==> src/rtl/note_tone_gen.sv <==
// rtl/note_tone_gen.sv - single-voice note tone generator with loadable tempo/beat generator; optional status outputs under TONE_GEN_STATUS_EN
module note_tone_gen #(
  parameter int CNT_W         = 20,
  parameter int BEAT_W        = 28,
  parameter int DIV_SHIFT     = 0,
  parameter int TEMPO_DEFAULT = 50000000
) (
  input  logic              CLK,
  input  logic              RESET,
  input  logic              EN,
  input  logic [3:0]        NOTE,
  input  logic [1:0]        OCTAVE,
  input  logic              TEMPO_LOAD,
  input  logic [BEAT_W-1:0] TEMPO_DIV,
  output logic              TONE,
  output logic              ACTIVE,
  output logic              BEAT_PULSE,
`ifdef TONE_GEN_STATUS_EN
  output logic              BEAT_LEVEL,
  output logic [3:0]        CUR_NOTE,
  output logic              NOTE_CHG
`else
  output logic              BEAT_LEVEL
`endif
);

  localparam logic [0:0] ST_IDLE = 1'b0;
  localparam logic [0:0] ST_RUN  = 1'b1;

  logic [0:0]        state;
  logic [CNT_W-1:0]  tone_cnt;
  logic [CNT_W-1:0]  half_reg;
  logic [CNT_W-1:0]  h_base;
  logic [CNT_W-1:0]  h_oct;
  logic [CNT_W-1:0]  h_eff;
  logic [BEAT_W-1:0] beat_cnt;
  logic [BEAT_W-1:0] tempo_reg;
  logic [BEAT_W-1:0] tempo_new;
  logic              rest_req;
  logic              tone_term;
  logic              beat_term;

  // Note table lookup (C4..C5 half-periods at 100 MHz), scaled by DIV_SHIFT
  always_comb begin
    case (NOTE)
      4'd1:    h_base = CNT_W'(191113 >> DIV_SHIFT);
      4'd2:    h_base = CNT_W'(180388 >> DIV_SHIFT);
      4'd3:    h_base = CNT_W'(170265 >> DIV_SHIFT);
      4'd4:    h_base = CNT_W'(160705 >> DIV_SHIFT);
      4'd5:    h_base = CNT_W'(151685 >> DIV_SHIFT);
      4'd6:    h_base = CNT_W'(143172 >> DIV_SHIFT);
      4'd7:    h_base = CNT_W'(135139 >> DIV_SHIFT);
      4'd8:    h_base = CNT_W'(127551 >> DIV_SHIFT);
      4'd9:    h_base = CNT_W'(120395 >> DIV_SHIFT);
      4'd10:   h_base = CNT_W'(113636 >> DIV_SHIFT);
      4'd11:   h_base = CNT_W'(107259 >> DIV_SHIFT);
      4'd12:   h_base = CNT_W'(101239 >> DIV_SHIFT);
      4'd13:   h_base = CNT_W'(95557 >> DIV_SHIFT);
      default: h_base = '0;
    endcase
  end

  // Octave shift then clamp so the half-period is never zero
  always_comb begin
    case (OCTAVE)
      2'd1:    h_oct = h_base >> 1;
      2'd2:    h_oct = h_base >> 2;
      2'd3:    h_oct = h_base << 1;
      default: h_oct = h_base;
    endcase
    h_eff = (h_oct == '0) ? CNT_W'(1) : h_oct;
  end

  // Request decode and terminal-count detection for both counters
  always_comb begin
    rest_req  = !EN || (NOTE == 4'd0) || (NOTE > 4'd13);
    tone_term = (tone_cnt == half_reg - CNT_W'(1));
    beat_term = (beat_cnt == tempo_reg - BEAT_W'(1));
    tempo_new = (TEMPO_DIV == '0) ? BEAT_W'(1) : TEMPO_DIV;
  end

  // Tone state machine: note changes and stops only land on half-period boundaries
  always_ff @(posedge CLK or posedge RESET) begin
    if (RESET) begin
      state    <= ST_IDLE;
      TONE     <= 1'b0;
      ACTIVE   <= 1'b0;
      tone_cnt <= '0;
      half_reg <= '0;
    end else begin
      case (state)
        ST_IDLE: begin
          TONE     <= 1'b0;
          ACTIVE   <= 1'b0;
          tone_cnt <= '0;
          if (!rest_req) begin
            half_reg <= h_eff;
            ACTIVE   <= 1'b1;
            state    <= ST_RUN;
          end
        end
        default: begin
          if (tone_term) begin
            tone_cnt <= '0;
            if (!rest_req) begin
              TONE     <= ~TONE;
              half_reg <= h_eff;
            end else begin
              TONE   <= 1'b0;
              ACTIVE <= 1'b0;
              state  <= ST_IDLE;
            end
          end else begin
            tone_cnt <= tone_cnt + CNT_W'(1);
          end
        end
      endcase
    end
  end

  // Free-running beat generator; a tempo load restarts the count and suppresses that cycle's beat
  always_ff @(posedge CLK or posedge RESET) begin
    if (RESET) begin
      beat_cnt   <= '0;
      tempo_reg  <= BEAT_W'(TEMPO_DEFAULT);
      BEAT_PULSE <= 1'b0;
      BEAT_LEVEL <= 1'b0;
    end else if (TEMPO_LOAD) begin
      beat_cnt   <= '0;
      tempo_reg  <= tempo_new;
      BEAT_PULSE <= 1'b0;
    end else if (beat_term) begin
      beat_cnt   <= '0;
      BEAT_PULSE <= 1'b1;
      BEAT_LEVEL <= ~BEAT_LEVEL;
    end else begin
      beat_cnt   <= beat_cnt + BEAT_W'(1);
      BEAT_PULSE <= 1'b0;
    end
  end

`ifdef TONE_GEN_STATUS_EN
  // Track the sounding note alongside half-period loads and flag value changes
  always_ff @(posedge CLK or posedge RESET) begin
    if (RESET) begin
      CUR_NOTE <= 4'd0;
      NOTE_CHG <= 1'b0;
    end else begin
      NOTE_CHG <= 1'b0;
      if (state == ST_IDLE) begin
        if (!rest_req) begin
          CUR_NOTE <= NOTE;
          NOTE_CHG <= (NOTE != CUR_NOTE);
        end
      end else if (tone_term) begin
        if (!rest_req) begin
          CUR_NOTE <= NOTE;
          NOTE_CHG <= (NOTE != CUR_NOTE);
        end else begin
          CUR_NOTE <= 4'd0;
          NOTE_CHG <= (CUR_NOTE != 4'd0);
        end
      end
    end
  end
`endif

endmodule

==> config.mk <==
export PLATFORM = sky130hd
export DESIGN_NAME = note_tone_gen
export DESIGN_NICKNAME = d
export VERILOG_FILES = /design/src/rtl/note_tone_gen.sv
export SDC_FILE = /design/constraint.sdc
export NUM_CORES = 1
export LEC_CHECK = 0
export CAP_MARGIN = 25
export CORE_UTILIZATION = 60
export CTS_CLUSTER_SIZE = 28
export DETAILED_ROUTE_END_ITERATION = 6
export PLACE_DENSITY = 0.82
export SYNTH_ARGS = -nofsm -noshare
export SYNTH_HDL_FRONTEND = slang
export SYNTH_SLANG_ARGS = --single-unit
==> constraint.sdc <==
create_clock -name CLK -period 5.5 [get_ports CLK]
set_clock_uncertainty 0.1 [all_clocks]
set_input_delay 0.825 -clock CLK [delete_from_list [all_inputs] [get_ports CLK]]
set_output_delay 0.825 -clock CLK [all_outputs]
set_load 0.02 [all_outputs]
[Word-level counts from Yosys, hierarchy flattened]
Memories as Yosys holds them, arrays and structs flattened.
Index checks and enable logic that the tools add are counted.
Storage, ports and cells
  flip-flop bits (word level): 101
  latch bits: 0
  RAM bits: 0
  bits in read-only memories: 288
  bits of input ports: 38
  output and inout bits: 4
  logic and storage cells: 54
  memories: 1
Cells by class
  add/sub/neg operators: 4
  multipliers: 0
  divide/modulo/power cells: 0
  $lt $le $gt $ge: 1
  equality and inequality tests: 7
  shift operators: 0
  muxes and demuxes: 21
  bitwise gates (word level): 3
  reductions and logical operators: 8
Memories
  (no name shown): words 16, width 18, read ports 1, clocked after memory_dff 0, wr ports 0, RTL line 45  | case (NOTE)
Operators by type and width (number)
  2-to-1 mux 20 bit: 6
  2-to-1 mux 28 bit: 3
  case mux 20 bit (3 select lines): 1
  adder 28 x 1 -> 28 bit, second input constant: 1
  equality test 28 bit: 1
  zero test 28 bit: 1
  subtractor 28 x 1 -> 28 bit, second input constant: 1
  adder 20 x 1 -> 20 bit, second input constant: 1
  equality test 20 bit: 1
  zero test 20 bit: 1
  subtractor 20 x 1 -> 20 bit, second input constant: 1
  2-to-1 mux 1 bit: 11
  equality test 2 bit, second input constant: 2
  greater-than comparator 4 bit, second input constant: 1
  zero test 4 bit: 1
  != test 2 x 1 -> 1 bit, second input constant: 2
  AND reduction 2 bit: 2
  NOT 1 bit: 3
  equality test 2 x 1 -> 1 bit, second input constant: 1
  logical OR 1 bit: 2
  zero test 1 bit: 1

[Logic depth before layout (Yosys ltp)]
Gate-level depths: netlist of run 1.
  depth after elaboration: 7
  gate-level depth with buffers: 12
  mapped depth without buffers: 10

[Least setup slack after synthesis of run 1]
No wires, ideal clock.
  path kind: register -> register
  from: register tempo_reg[0]
  to: register beat_cnt[10]
  setup time: 0.136 ns
  arrival time: 3.449 ns
  data required time: 5.264 ns
  path slack: 1.814 ns
  cell stages (with the launch flop): 12
  path buffers: 2
  clock period less this slack: 3.686 ns
  cell sequence: dfrtp_1 -> inv_1 -> ha_1 -> or4b_2 -> clkbuf_1 -> or4_1 -> or4b_1 -> o211ai_1 -> a21oi_1 -> nor3_2 -> clkbuf_1 -> nor3_1
Between the ends
  cells in the longest elaborated chain, start to end: 4
RTL lines
  start: declaration: RTL line 37  | logic [BEAT_W-1:0] tempo_reg;
  start signal: assignment: RTL line 125  | tempo_reg <= BEAT_W'(TEMPO_DEFAULT);
  start signal: assignment: RTL line 130  | tempo_reg <= tempo_new;
  subtractor 28 x 1 -> 28 bit: RTL line 78  | beat_term = (beat_cnt == tempo_reg - BEAT_W'(1));
  equality test 28 bit: RTL line 78
  2-to-1 mux 28 bit: RTL line 132  | end else if (beat_term) begin
  2-to-1 mux 28 bit: RTL line 128  | end else if (TEMPO_LOAD) begin
  end signal: assignment: RTL line 137  | beat_cnt <= beat_cnt + BEAT_W'(1);
  end: declaration: RTL line 36  | logic [BEAT_W-1:0] beat_cnt;
No other way between the ends.
A chain may end at the register's enable or synchronous reset.

[Worst setup path in the final report of run 1]
  from: register half_reg[3]
  to: register half_reg[13]
Between the ends
  cells in the longest elaborated chain, start to end: 3
RTL lines
  start: declaration: RTL line 32  | logic [CNT_W-1:0] half_reg;
  start signal: assignment: RTL line 89  | half_reg <= '0;
  start signal: assignment: RTL line 97  | half_reg <= h_eff;
  start signal: assignment: RTL line 107  | half_reg <= h_eff;
  subtractor 20 x 1 -> 20 bit: RTL line 77  | tone_term = (tone_cnt == half_reg - CNT_W'(1));
  equality test 20 bit: RTL line 77
  != test 2 x 1 -> 1 bit (no source line)
No other way between the ends.

==> results of run 1 <==
## critical path: cells and delay by family, from the launching register on
family,cells,cell delay (ps)
simple gates,5,2590
buf+inv,1,300
compound gates,1,350
flops,1,460
xor+xnor,1,100
mux,1,420
## metrics by stage
| step | power, W | instance area (µm²) | setup slack [ps] |
|---|---|---|---|
| 3_3_place_gp | 0.00144 | 7590 | 1230 |
| 2_1_floorplan | 0.00131 | 7100 | 1810 |
| 6_report | 0.00216 | 7950 | 1040 |
| 3_5_place_dp | 0.00147 | 7590 | 1110 |
| 5_1_grt | 0.00227 | 7950 | 830 |
| 4_1_cts | 0.00217 | 7920 | 1060 |
## how the worst max path moves through the flow
| stage | cells past startpoint | end | slack (ps) | start |
|---|---|---|---|---|
| 6_report | 9 | half_reg[13] | 1040 | half_reg[3] |
| 5_1_grt | 9 | half_reg[13] | 830 | half_reg[3] |
| 4_1_cts | 9 | half_reg[16] | 1060 | half_reg[3] |
| 3_5_place_dp | 9 | half_reg[16] | 1110 | half_reg[3] |
| 3_3_place_gp | 9 | half_reg[0] | 1230 | half_reg[3] |
| 2_1_floorplan | 11 | beat_cnt[10] | 1810 | tempo_reg[0] |
## kinds of logic after synthesis
family / Yosys count / share of synthesized area [%]
xor gates and xnor gates: 102 / 12.8
adders and majority gates: 10 / 1.76
DFF: 100 / 35.5
buffers and inverters: 57 / 3.23
and+or+nand+nor: 327 / 24.6
AOI/OAI and AO/OA: 110 / 10.9
muxes: 67 / 11.3
## cells in the mapped netlist (4+ instances only)
library cell and count:
sky130_fd_sc_hd__nor3_1 49, sky130_fd_sc_hd__o22ai_1 5, sky130_fd_sc_hd__dfrtp_1 88, sky130_fd_sc_hd__mux2i_1 17, sky130_fd_sc_hd__a31oi_1 9, sky130_fd_sc_hd__a21oi_1 22, sky130_fd_sc_hd__nor4_1 22, sky130_fd_sc_hd__mux2_1 7
sky130_fd_sc_hd__nor2b_1 16, sky130_fd_sc_hd__nor3b_1 4, sky130_fd_sc_hd__dfstp_2 12, sky130_fd_sc_hd__a211oi_1 8, sky130_fd_sc_hd__and3_1 17, sky130_fd_sc_hd__clkbuf_1 30, sky130_fd_sc_hd__or4_1 6, sky130_fd_sc_hd__ha_1 10
sky130_fd_sc_hd__inv_1 14, sky130_fd_sc_hd__mux4_2 6, sky130_fd_sc_hd__nand3b_1 5, sky130_fd_sc_hd__xor2_1 54, sky130_fd_sc_hd__o21ai_0 16, sky130_fd_sc_hd__mux2_2 37, sky130_fd_sc_hd__nand4b_1 5, sky130_fd_sc_hd__nand2_1 55
sky130_fd_sc_hd__or3_1 8, sky130_fd_sc_hd__nor4b_1 4, sky130_fd_sc_hd__o211ai_1 6, sky130_fd_sc_hd__o21a_1 6, sky130_fd_sc_hd__nand4_1 12, sky130_fd_sc_hd__xnor2_1 47, sky130_fd_sc_hd__nand2b_1 14, sky130_fd_sc_hd__nand3_1 23
sky130_fd_sc_hd__buf_1 9, sky130_fd_sc_hd__nor2_1 67
## layout by cell type (no fill, tap or decap), types with 9 or more instances in the layout
master	instances
sky130_fd_sc_hd__ha_1	10
sky130_fd_sc_hd__clkdlybuf4s50_1	40
sky130_fd_sc_hd__xor2_1	54
sky130_fd_sc_hd__nor2b_1	16
sky130_fd_sc_hd__xnor2_1	47
sky130_fd_sc_hd__and3_1	17
sky130_fd_sc_hd__nor2_1	67
sky130_fd_sc_hd__nor4_1	22
sky130_fd_sc_hd__buf_4	10
sky130_fd_sc_hd__clkbuf_16	10
sky130_fd_sc_hd__mux2i_1	17
sky130_fd_sc_hd__mux2_2	37
sky130_fd_sc_hd__a21oi_1	22
sky130_fd_sc_hd__dfrtp_1	88
sky130_fd_sc_hd__inv_1	13
sky130_fd_sc_hd__dfstp_2	12
sky130_fd_sc_hd__nand3_1	23
sky130_fd_sc_hd__nand2_1	55
sky130_fd_sc_hd__a31oi_1	9
sky130_fd_sc_hd__nand4_1	12
sky130_fd_sc_hd__o21ai_0	16
sky130_fd_sc_hd__nor3_1	49
sky130_fd_sc_hd__nand2b_1	14
## power by group
| group | leakage, nW | internal, W | switching (W) |
|---|---|---|---|
| sequential | 1.27 | 0.000818 | 0.000126 |
| combinational | 1.77 | 0.000255 | 0.000274 |
| clock | 0.165 | 0.000406 | 0.000277 |
| total | 3.21 | 0.00148 | 0.000677 |
## metal layers
layer / global-route usage (%) / up-vias / part of all wire (%)
met3: 5.58 / 43 / 4.7
met1: 35.4 / 2918 / 41
met5: 0 / - / 0
li1: - / 2869 / -
met4: 11.7 / 0 / 2.5
met2: 50.2 / 196 / 52
## cell type report
type                    instances  area, µm²  area share [%]
clock buffers                  12        278            3.49
well taps                     143        179            2.25
repair buffers                 52        508            6.39
multi-input cells             616       4350            54.8
flip-flops and latches        100       2520            31.7
inverters                      16       62.6           0.787
clock inverters                 4       51.3           0.645
==> flow_summary.html, run 1 <==
<table>
<tr><th>Metric</th><th>Value</th></tr>
<tr><th colspan="2">Placed design</th></tr>
<tr><td>Number of cells in the design after placement</td><td>926</td></tr>
<tr><td>Placed wire-length estimate after detailed placement</td><td>12100 µm</td></tr>
<tr><td>Placer's final routability congestion estimate</td><td>0.961</td></tr>
<tr><td>Count of port buffers added during placement</td><td>41</td></tr>
<tr><th colspan="2">Floorplan</th></tr>
<tr><td>Standard-cell rows</td><td>39</td></tr>
<tr><td>Core area</td><td>11500 µm²</td></tr>
<tr><td>I/O pin count</td><td>42</td></tr>
<tr><td>Chip height</td><td>111 µm</td></tr>
<tr><td>Starting density of the core</td><td>61.9%</td></tr>
<tr><td>Die span in x</td><td>111 µm</td></tr>
<tr><td>DIE AREA</td><td>12300 µm²</td></tr>
<tr><th colspan="2">Synth</th></tr>
<tr><td>Flip-flop and latch count after synthesis</td><td>100</td></tr>
<tr><td>Net count after synthesis</td><td>821</td></tr>
<tr><td>Async set or reset register ratio after synthesis</td><td>100%</td></tr>
<tr><td>Top cells by area in the synthesized netlist</td><td>sky130_fd_sc_hd__dfrtp_1 (31%), sky130_fd_sc_hd__xor2_1 (6.7%), sky130_fd_sc_hd__mux2_2 (5.9%)</td></tr>
<tr><td>Syn_area_per_cell</td><td>9.18 µm²</td></tr>
<tr><td>Count of flip-flops with a built-in enable after synthesis</td><td>0</td></tr>
<tr><td>Most frequently used flop master after synthesis</td><td>sky130_fd_sc_hd__dfrtp_1</td></tr>
<tr><td>Cell type with the highest aggregate area in the netlist</td><td>sky130_fd_sc_hd__dfrtp_1</td></tr>
<tr><td>Register area share after synthesis</td><td>35.5%</td></tr>
<tr><td>Gate Count Post-Synth</td><td>773</td></tr>
<tr><td>Cell Area, Synth</td><td>7100 µm²</td></tr>
<tr><td>Netlist cell types</td><td>74</td></tr>
<tr><td>Top-area cell type share of the netlist area</td><td>31.0%</td></tr>
<tr><td>Synthesis Warnings</td><td>0</td></tr>
<tr><th colspan="2">Finish</th></tr>
<tr><td>Growth of design area from synthesis to finish</td><td>12.0%</td></tr>
<tr><td>Antenna diode count</td><td>0</td></tr>
<tr><td>Fraction of layout instances using a drive strength above 1</td><td>12.0%</td></tr>
<tr><td>Non-filler instance count after layout</td><td>943</td></tr>
<tr><td>Final core occ</td><td>69.3%</td></tr>
<tr><td>Number of filler instances in the final layout</td><td>893</td></tr>
<tr><td>Total number of nets in the final design</td><td>843</td></tr>
<tr><th colspan="2">Setup path</th></tr>
<tr><td>Number of cells on the worst reg-to-reg path</td><td>9</td></tr>
<tr><td>Internal reg-to-reg setup slack</td><td>1040 ps</td></tr>
<tr><td>Crit-path cells</td><td>or4_1 &gt; nor4_2 &gt; xnor2_1 &gt; or4_1 &gt; or4_4 &gt; o41ai_4 &gt; buf_4 &gt; and2b_1 &gt; mux2_2</td></tr>
<tr><td>Crit path arrival time</td><td>4590 ps</td></tr>
<tr><td>Critical path capture point type</td><td>register</td></tr>
<tr><td>Maximum cell stage delay along the critical path</td><td>710 ps</td></tr>
<tr><td>Crit Path Class</td><td>register to register</td></tr>
<tr><td>CP max-delay cell</td><td>sky130_fd_sc_hd__and2b_1</td></tr>
<tr><td>Startpoint types</td><td>register</td></tr>
<tr><td>Reg-to-Reg Start</td><td>half_reg[3]</td></tr>
<tr><td>Endpoint of the worst-slack reg-to-reg timing path</td><td>half_reg[13]</td></tr>
<tr><td>Maximum net fanout on the critical path</td><td>23</td></tr>
<tr><td>Critical Path Most Common Cell</td><td>sky130_fd_sc_hd__or4_1</td></tr>
<tr><td>Critical Path RT</td><td>5630 ps</td></tr>
<tr><th colspan="2">Clocking</th></tr>
<tr><td>Clock latency on the worst-skew pair</td><td>350 ps</td></tr>
<tr><td>CTS max path bufs</td><td>2</td></tr>
<tr><td>CTS Root Cell</td><td>sky130_fd_sc_hd__clkbuf_16</td></tr>
<tr><td>CTS tree</td><td>yes</td></tr>
<tr><td>Clock buffer count from CTS</td><td>9</td></tr>
<tr><td>H-tree depth reported by CTS</td><td>3</td></tr>
<tr><td>Clock sinks</td><td>100</td></tr>
<tr><td>Hold Buf Count CTS</td><td>0</td></tr>
<tr><td>Clock slew at reported path FFs</td><td>70 ps</td></tr>
<tr><td>Buffers inserted by post-CTS timing repair</td><td>0</td></tr>
<tr><td>Total of cells resized after clock tree synthesis</td><td>0</td></tr>
<tr><th colspan="2">Worst hold path</th></tr>
<tr><td>Hold Path End</td><td>BEAT_LEVEL</td></tr>
<tr><td>Hold Crit Start</td><td>BEAT_LEVEL</td></tr>
<tr><td>Min-Delay Path Depth</td><td>1</td></tr>
<tr><td>Path class of the lowest-slack min-delay path</td><td>register to register</td></tr>
<tr><th colspan="2">GRT</th></tr>
<tr><td>Via count of the first global-routing pass</td><td>6066</td></tr>
<tr><td>Total global routing track utilization</td><td>29.0%</td></tr>
<tr><td>Antenna violations before repair</td><td>0</td></tr>
<tr><td>Pin count of the biggest net entering global routing</td><td>65</td></tr>
<tr><td>Global-route wire length before repair</td><td>29000 µm</td></tr>
<tr><td>Overall overflow remaining after global route</td><td>0</td></tr>
<tr><th colspan="2">Run</th></tr>
<tr><td>Max cap viols</td><td>0</td></tr>
<tr><th colspan="2">STA</th></tr>
<tr><td>Hold Violations, Final</td><td>0</td></tr>
<tr><td>Time the final worst path needs with I/O delays and setup</td><td>4460 ps</td></tr>
<tr><td>Setup TNS</td><td>0 ps</td></tr>
<tr><td>Slew at the pin with the worst max-slew slack</td><td>834 ps</td></tr>
<tr><td>Number of slew-limit violations in the final report</td><td>0</td></tr>
<tr><td>Total setup violations reported at the end of the flow</td><td>0</td></tr>
<tr><td>RSZ-0062 raised after global routing</td><td>false</td></tr>
<tr><td>Post-route clock period utilization</td><td>81.1%</td></tr>
<tr><td>Headroom to the max-slew limit</td><td>44.4%</td></tr>
<tr><td>Highest clock rate</td><td>224 MHz</td></tr>
<tr><td>Worst slack on hold paths</td><td>377 ps</td></tr>
<tr><th colspan="2">Routing</th></tr>
<tr><td>Antenna-violating nets left</td><td>0</td></tr>
<tr><td>Ratio of routed vias to standard cells</td><td>6.39</td></tr>
<tr><td>First-pass iteration count of the detailed router</td><td>4</td></tr>
<tr><td>Remaining design rule violation count</td><td>0</td></tr>
<tr><td>Vias</td><td>6026</td></tr>
<tr><td>Detailed Route Iter0 Violations</td><td>443</td></tr>
<tr><td>DR WL/cell</td><td>18.2 µm</td></tr>
<tr><td>Total routed wirelength</td><td>17100 µm</td></tr>
<tr><th colspan="2">Power</th></tr>
<tr><td>Power Dens Cells</td><td>271 nW/µm²</td></tr>
<tr><td>Peak ir drop on the vdd network</td><td>0.311 mV</td></tr>
<tr><td>Leakage power figure</td><td>3.21 nW</td></tr>
<tr><th colspan="2">Run status</th></tr>
<tr><td>Outcome</td><td>completed</td></tr>
</table>
No activity file was read; power rests on OpenSTA's default activity.
==> inputs of run 2 (changes only) <==
CORE_UTILIZATION = 55   (was 60)
PLACE_DENSITY = 0.79   (was 0.82)
clock period = 3.65 ns   (was 5.5 ns; I/O delays follow)
==> flow_summary.html, run 2 (synthesis gave the netlist of run 1 again) <==
<table>
<tr><th>Metric</th><th>Value</th></tr>
<tr><th colspan="2">Run status</th></tr>
<tr><td>Outcome</td><td>completed (unchanged)</td></tr>
<tr><th colspan="2">Setup path</th></tr>
<tr><td>Number of cells on the worst reg-to-reg path</td><td>13 (was 9)</td></tr>
<tr><td>Worst setup startpoint</td><td>tempo_reg[0] (was half_reg[3])</td></tr>
<tr><td>Internal reg-to-reg setup slack</td><td>60 ps (was 1040 ps)</td></tr>
<tr><td>Maximum net fanout on the critical path</td><td>14 (was 23)</td></tr>
<tr><td>Critical Path RT</td><td>3770 ps (was 5630 ps)</td></tr>
<tr><td>Endpoint of the worst-slack reg-to-reg timing path</td><td>beat_cnt[3] (was half_reg[13])</td></tr>
<tr><td>Crit Path Class</td><td>register to register (unchanged)</td></tr>
<tr><td>Crit path arrival time</td><td>3720 ps (was 4590 ps)</td></tr>
<tr><td>Startpoint types</td><td>register (unchanged)</td></tr>
<tr><td>Critical path capture point type</td><td>register (unchanged)</td></tr>
<tr><td>Reg-to-Reg Start</td><td>tempo_reg[0] (was half_reg[3])</td></tr>
<tr><th colspan="2">Power</th></tr>
<tr><td>Fraction of power consumed by sequential logic</td><td>43.2% (was 43.8%)</td></tr>
<tr><td>Internal power component</td><td>0.00219 W (was 0.00148 W)</td></tr>
<tr><td>Peak ir drop on the vdd network</td><td>0.286 mV (was 0.311 mV)</td></tr>
<tr><td>Switching power</td><td>0.00102 W (was 0.000677 W)</td></tr>
<tr><td>Leakage power figure</td><td>3.43 nW (was 3.21 nW)</td></tr>
<tr><td>Pwr Total</td><td>0.00321 W (was 0.00216 W)</td></tr>
<tr><td>Fraction of power consumed by the clock network</td><td>28.7% (was 31.7%)</td></tr>
<tr><td>Power Dens Cells</td><td>384 nW/µm² (was 271 nW/µm²)</td></tr>
<tr><td>Switching power share of the total</td><td>31.9% (was 31.4%)</td></tr>
<tr><td>Power share of the combinational group</td><td>28.0% (was 24.5%)</td></tr>
<tr><th colspan="2">STA</th></tr>
<tr><td>Time the final worst path needs with I/O delays and setup</td><td>3590 ps (was 4460 ps)</td></tr>
<tr><td>Number of slew-limit violations in the final report</td><td>0 (unchanged)</td></tr>
<tr><td>Total setup violations reported at the end of the flow</td><td>0 (unchanged)</td></tr>
<tr><td>Slew at the pin with the worst max-slew slack</td><td>807 ps (was 834 ps)</td></tr>
<tr><td>Highest clock rate</td><td>278 MHz (was 224 MHz)</td></tr>
<tr><td>Hold Violations, Final</td><td>0 (unchanged)</td></tr>
<tr><td>Headroom to the max-slew limit</td><td>46.2% (was 44.4%)</td></tr>
<tr><td>Post-route clock period utilization</td><td>98.5% (was 81.1%)</td></tr>
<tr><th colspan="2">Finish</th></tr>
<tr><td>Growth of design area from synthesis to finish</td><td>17.9% (was 12.0%)</td></tr>
<tr><td>Most used cells in the layout excluding fill and tap cells</td><td>sky130_fd_sc_hd__dfrtp_1 (88), sky130_fd_sc_hd__nor2_1 (67), sky130_fd_sc_hd__nand2_1 (55), sky130_fd_sc_hd__xor2_1 (54), sky130_fd_sc_hd__buf_4 (51) (was sky130_fd_sc_hd__dfrtp_1 (88), sky130_fd_sc_hd__nor2_1 (67), sky130_fd_sc_hd__nand2_1 (55), sky130_fd_sc_hd__xor2_1 (54), sky130_fd_sc_hd__nor3_1 (49))</td></tr>
<tr><td>Fraction of layout instances using a drive strength above 1</td><td>17.4% (was 12.0%)</td></tr>
<tr><td>Total number of nets in the final design</td><td>888 (was 843)</td></tr>
<tr><td>Final instance area</td><td>8370 µm² (was 7950 µm²)</td></tr>
<tr><td>Most frequent standard cell in the layout excluding fill and tap cells</td><td>sky130_fd_sc_hd__dfrtp_1 (unchanged)</td></tr>
<tr><td>Non-filler instance count after layout</td><td>1017 (was 943)</td></tr>
<tr><td>Number of filler instances in the final layout</td><td>1041 (was 893)</td></tr>
<tr><td>Final core occ</td><td>66.3% (was 69.3%)</td></tr>
<tr><td>Antenna diode count</td><td>0 (unchanged)</td></tr>
<tr><th colspan="2">Clocking</th></tr>
<tr><td>Hold Buf Count CTS</td><td>0 (unchanged)</td></tr>
<tr><td>CTS max path bufs</td><td>2 (unchanged)</td></tr>
<tr><td>CTS tree</td><td>yes (unchanged)</td></tr>
<tr><td>H-tree depth reported by CTS</td><td>3 (unchanged)</td></tr>
<tr><td>Clock slew at reported path FFs</td><td>70 ps (about the same)</td></tr>
<tr><td>Clock latency on the worst-skew pair</td><td>350 ps (about the same)</td></tr>
<tr><td>Clock buffer count from CTS</td><td>9 (unchanged)</td></tr>
<tr><td>Clock sinks</td><td>100 (unchanged)</td></tr>
<tr><td>CTS Root Cell</td><td>sky130_fd_sc_hd__clkbuf_16 (unchanged)</td></tr>
<tr><th colspan="2">GRT</th></tr>
<tr><td>Antenna violations before repair</td><td>0 (unchanged)</td></tr>
<tr><td>Global-route wire length before repair</td><td>28100 µm (was 29000 µm)</td></tr>
<tr><td>Pin count of the biggest net entering global routing</td><td>64 (was 65)</td></tr>
<tr><td>Overall overflow remaining after global route</td><td>0 (unchanged)</td></tr>
<tr><td>Via count of the first global-routing pass</td><td>6063 (was 6066)</td></tr>
<tr><td>Total global routing track utilization</td><td>26.9% (was 29.0%)</td></tr>
<tr><th colspan="2">Floorplan</th></tr>
<tr><td>Standard-cell rows</td><td>41 (was 39)</td></tr>
<tr><td>Die span in x</td><td>116 µm (was 111 µm)</td></tr>
<tr><td>I/O pin count</td><td>42 (unchanged)</td></tr>
<tr><td>DIE AREA</td><td>13400 µm² (was 12300 µm²)</td></tr>
<tr><td>Core area</td><td>12600 µm² (was 11500 µm²)</td></tr>
<tr><td>Starting density of the core</td><td>56.3% (was 61.9%)</td></tr>
<tr><td>Chip height</td><td>116 µm (was 111 µm)</td></tr>
<tr><th colspan="2">Routing</th></tr>
<tr><td>Detailed Route Iter0 Violations</td><td>431 (was 443)</td></tr>
<tr><td>Ratio of routed vias to standard cells</td><td>6.05 (was 6.39)</td></tr>
<tr><td>Antenna-violating nets left</td><td>0 (unchanged)</td></tr>
<tr><td>DR WL/cell</td><td>17.1 µm (was 18.2 µm)</td></tr>
<tr><td>Total routed wirelength</td><td>17400 µm (was 17100 µm)</td></tr>
<tr><td>Remaining design rule violation count</td><td>0 (unchanged)</td></tr>
<tr><td>Vias</td><td>6157 (was 6026)</td></tr>
<tr><td>First-pass iteration count of the detailed router</td><td>5 (was 4)</td></tr>
<tr><th colspan="2">Placed design</th></tr>
<tr><td>Placer's final routability congestion estimate</td><td>0.954 (was 0.961)</td></tr>
<tr><td>Placed wire-length estimate after detailed placement</td><td>12700 µm (was 12100 µm)</td></tr>
<tr><td>Placed instance area</td><td>8000 µm² (was 7590 µm²)</td></tr>
<tr><td>Count of port buffers added during placement</td><td>41 (unchanged)</td></tr>
<tr><td>Number of cells in the design after placement</td><td>998 (was 926)</td></tr>
<tr><th colspan="2">Run</th></tr>
<tr><td>Max cap viols</td><td>0 (unchanged)</td></tr>
<tr><th colspan="2">Worst hold path</th></tr>
<tr><td>Path class of the lowest-slack min-delay path</td><td>register to register (unchanged)</td></tr>
<tr><td>Min-Delay Path Depth</td><td>1 (unchanged)</td></tr>
<tr><td>Hold Path End</td><td>BEAT_LEVEL (unchanged)</td></tr>
<tr><td>Hold Crit Start</td><td>BEAT_LEVEL (unchanged)</td></tr>
</table>
[run 2: cell count changes in the layout (fill, tap and decap cells not counted), moves of 2 or more]
cell	change
sky130_fd_sc_hd__or4_4	+2
sky130_fd_sc_hd__buf_12	+4
sky130_fd_sc_hd__or4_1	-2
sky130_fd_sc_hd__clkinv_2	+3
sky130_fd_sc_hd__buf_4	+41
sky130_fd_sc_hd__inv_4	-2
[run 2: repair_timing]
action / CTS / global route
cloned: 0 / 1
resized for setup: 2 / 6
endpoints found under the setup margin: 29 / 46
pin swaps: 0 / 4
setup buffers: 0 / 2
hold endpoints to repair: 0 / 0
[run 2: layer usage]
metal,global-route usage [%],up-vias,wire (µm)
li1,-,2954,-
met1,31.3,2974,7250
met2,48.9,187,8780
met3,5.39,42,839
met4,10.0,0,482
met5,0,-,0
[run 2: how the worst max path moves through the flow]
stage / to / slack [ps] / depth (start not counted)
finish: beat_cnt[3] / 60 / 13
global route: beat_cnt[22] / -80 / 14
CTS: beat_cnt[6] / 50 / 13
detailed placement: beat_cnt[6] / -70 / 13
global placement: beat_cnt[5] / -40 / 13
floorplan: half_reg[9] / 2 / 10
[run 2: metrics by stage]
step	hold WS (ps)	setup WS, ps	TNS [ps]
after global routing	388	-81.0	-1910
final	368	55.5	0
after CTS	371	48.8	0
after floorplan	391	1.61	0
after detailed placement	358	-65.1	-1450
after global placement	356	-44.7	-1140
[run 2: layout make-up]
| class | count | area (µm²) | share of cell area [%] |
|---|---|---|---|
| flip-flops and latches | 100 | 2520 | 30.1 |
| well taps | 172 | 215 | 2.57 |
| inverters | 16 | 62.6 | 0.747 |
| clock inverters | 4 | 22.5 | 0.269 |
| clock buffers | 12 | 267 | 3.18 |
| multi-input cells | 616 | 4390 | 52.5 |
| repair buffers | 97 | 893 | 10.7 |
[run 2: power by group through the flow]
stage          logic, W  registers, W  clock network [W]
6_report       0.000901       0.00139           0.000922
5_1_grt        0.000988       0.00141           0.000988
4_1_cts        0.000888       0.00138           0.000940
3_5_place_dp   0.000879       0.00140                  0
3_3_place_gp   0.000855       0.00140                  0
2_1_floorplan  0.000612       0.00137                  0
[run 2: worst max-delay path: stages (launching register included)]
cell and delay [ps]:
sky130_fd_sc_hd__dfrtp_1 390, sky130_fd_sc_hd__inv_1 80, sky130_fd_sc_hd__ha_1 170, sky130_fd_sc_hd__or4b_2 650, sky130_fd_sc_hd__or3_1 440, sky130_fd_sc_hd__nor4b_1 330, sky130_fd_sc_hd__o22ai_1 150, sky130_fd_sc_hd__a2111oi_2 290
sky130_fd_sc_hd__buf_4 170, sky130_fd_sc_hd__nand4_1 160, sky130_fd_sc_hd__nor3_2 150, sky130_fd_sc_hd__buf_4 170, sky130_fd_sc_hd__clkbuf_16 170, sky130_fd_sc_hd__nor3_1 60
==> RTL change, RTL diff (flow settings as in run 2) <==
The option `TONE_GEN_STATUS_EN` is turned on by a define.
--- a/src/rtl/note_tone_gen.sv
+++ b/src/rtl/note_tone_gen.sv
@@ -1,3 +1,5 @@
 // rtl/note_tone_gen.sv - single-voice note tone generator with loadable tempo/beat generator; optional status outputs under TONE_GEN_STATUS_EN
+`define TONE_GEN_STATUS_EN
+
 module note_tone_gen #(
   parameter int CNT_W         = 20,
Formal check against the unedited RTL (old outputs only; new: CUR_NOTE and NOTE_CHG): equivalent (equiv_simple and equiv_induct, registers matched by name and starting in step).
==> RTL change against run 2 <==
- sequential cell count is 5 higher
- cell area is 12% higher
- maximum frequency is 3.5% higher
- setup slack better by 0.12 ns
- critical path type unchanged
- synthesized area is 18% higher
- non-clock buffer count is 10 lower
- cell count is 12% higher
- power is 13% lower
- sequential share of layout area is 1.8 points lower
- wire length is 14% higher
- critical path depth is 3 lower
==> RTL change: results (changes against run 2) <==
M1 WL -> 9443 um (was 7245 um)
worst r2r src -> half_reg[1] (was tempo_reg[0])
Pwr Density -> 298.1 nW/um^2 (was 383.8 nW/um^2)
placer congestion estimate -> 0.9056 (was 0.9544)
nets@finish -> 1000 (was 888)
LEAKAGE -> 3.585 nW (was 3.430 nW)
metal3 WL -> 1089 um (was 839 um)
final WL -> 19850 um (was 17350 um)
global-route wire length before repair -> 33740 um (was 28140 um)
largest net degree at the start of global routing -> 55 (was 64)
Synth Net Count -> 972 (was 821)
Setup crit end -> half_reg[9] (was beat_cnt[3])
status -> finished, final reports clean (unchanged)
Startpoint Class -> flip-flop (unchanged)
First-pass DRT Iterations -> 7 (was 5)
Max-slew headroom -> 31.14% (was 46.23%)
Tmin final -> 3.474 ns (was 3.594 ns)
DR WL met2 -> 9042 um (was 8783 um)
share of cells above drive strength 1 -> 16.82% (was 17.40%)
Post-Syn Instances -> 924 (was 773)
vias in the first global route -> 6671 (was 6063)
drt first-iter violations -> 918 (was 431)
Post-synth top cells -> 93 x dfrtp_1, 90 x nand2_1, 56 x nor2_1, 56 x xor2_1, 53 x nand3_1 (was 88 x dfrtp_1, 67 x nor2_1, 55 x nand2_1)
Peak VDD IR -> 224.3 uV (was 286.4 uV)
CP Max Fanout -> 9 (was 14)
hold depth -> 1 (unchanged)
Reg2Reg Setup Slack -> 0.18 ns (was 0.06 ns)
placed instance area -> 9011 sq um (was 8001 sq um)
post-cts repair resize count -> 0 (was 2)
Vias -> 7184 (was 6157)
Synth Area in Compound Gates -> 13.75% (was 10.94%)
Fin Hold WS -> 0.4107 ns (was 0.3677 ns)
top cells by area in the synthesized netlist -> dfrtp_1 28%, xor2_1 5.9%, xnor2_1 5.5% (was dfrtp_1 31%, xor2_1 6.7%, mux2_2 5.9%)
clock root cell -> clkbuf_16 (unchanged)
met1 Use GR -> 38.42% (was 31.29%)
multiplexer share of the synthesized area -> 8.711% (was 11.28%)
worst slack at placement -> 0.1080 ns (was -0.06510 ns)
worst r2r path cells -> 10 (was 13)
Detailed Place HPWL -> 14200 um (was 12660 um)
antenna diode count -> 0 (unchanged)
grt met2 use -> 39.99% (was 48.90%)
met3 GRT Util -> 4.108% (was 5.387%)
Slowest-stage cell, CP -> or4_1 (was or4b_2)
Worst Path Arrival -> 3.67 ns (was 3.72 ns)
Port-buffer cells -> 46 (was 41)
Post-Layout Cell Count -> 1141 (was 1017)
Adder-Cell Fraction of Synth Area -> 1.499% (was 1.762%)
Fillers -> 1226 (was 1041)
Synth cell types -> 83 (was 74)
-- RTL change: cell types whose count changed after synthesis, moves of 8 or more --
cell and delta:
and2_1 +21, nand3_1 +30, clkbuf_1 +19, mux2_2 -10, nand2b_1 -8, nand2_1 +35, nor2_1 -11, nor3_2 +21
or3_1 +10, a222oi_1 +14, nor3_1 -21, buf_2 +9, o21ai_0 +11
-- RTL change: area by class of cell --
type	instances	share of cell area (%)
Clock inverter	5	0.8707
Inverter	21	0.8707
Tap cell	184	2.465
Sequential cell	105	28.29
Multi-Input combinational cell	728	56.70
Timing Repair Buffer	87	8.305
Clock buffer	11	2.492
-- RTL change: power breakdown --
part	switching [mW]	internal (mW)	total, mW
clock	0.447	0.603	1.05
combinational	0.254	0.213	0.466
sequential	0.0601	1.21	1.27
total	0.761	2.02	2.78
-- RTL change: repair_timing --
| action | CTS | global route |
|---|---|---|
| setup endpoints to repair | 0 | 24 |
| setup buffers | 0 | 2 |
| hold buffers | 0 | 0 |
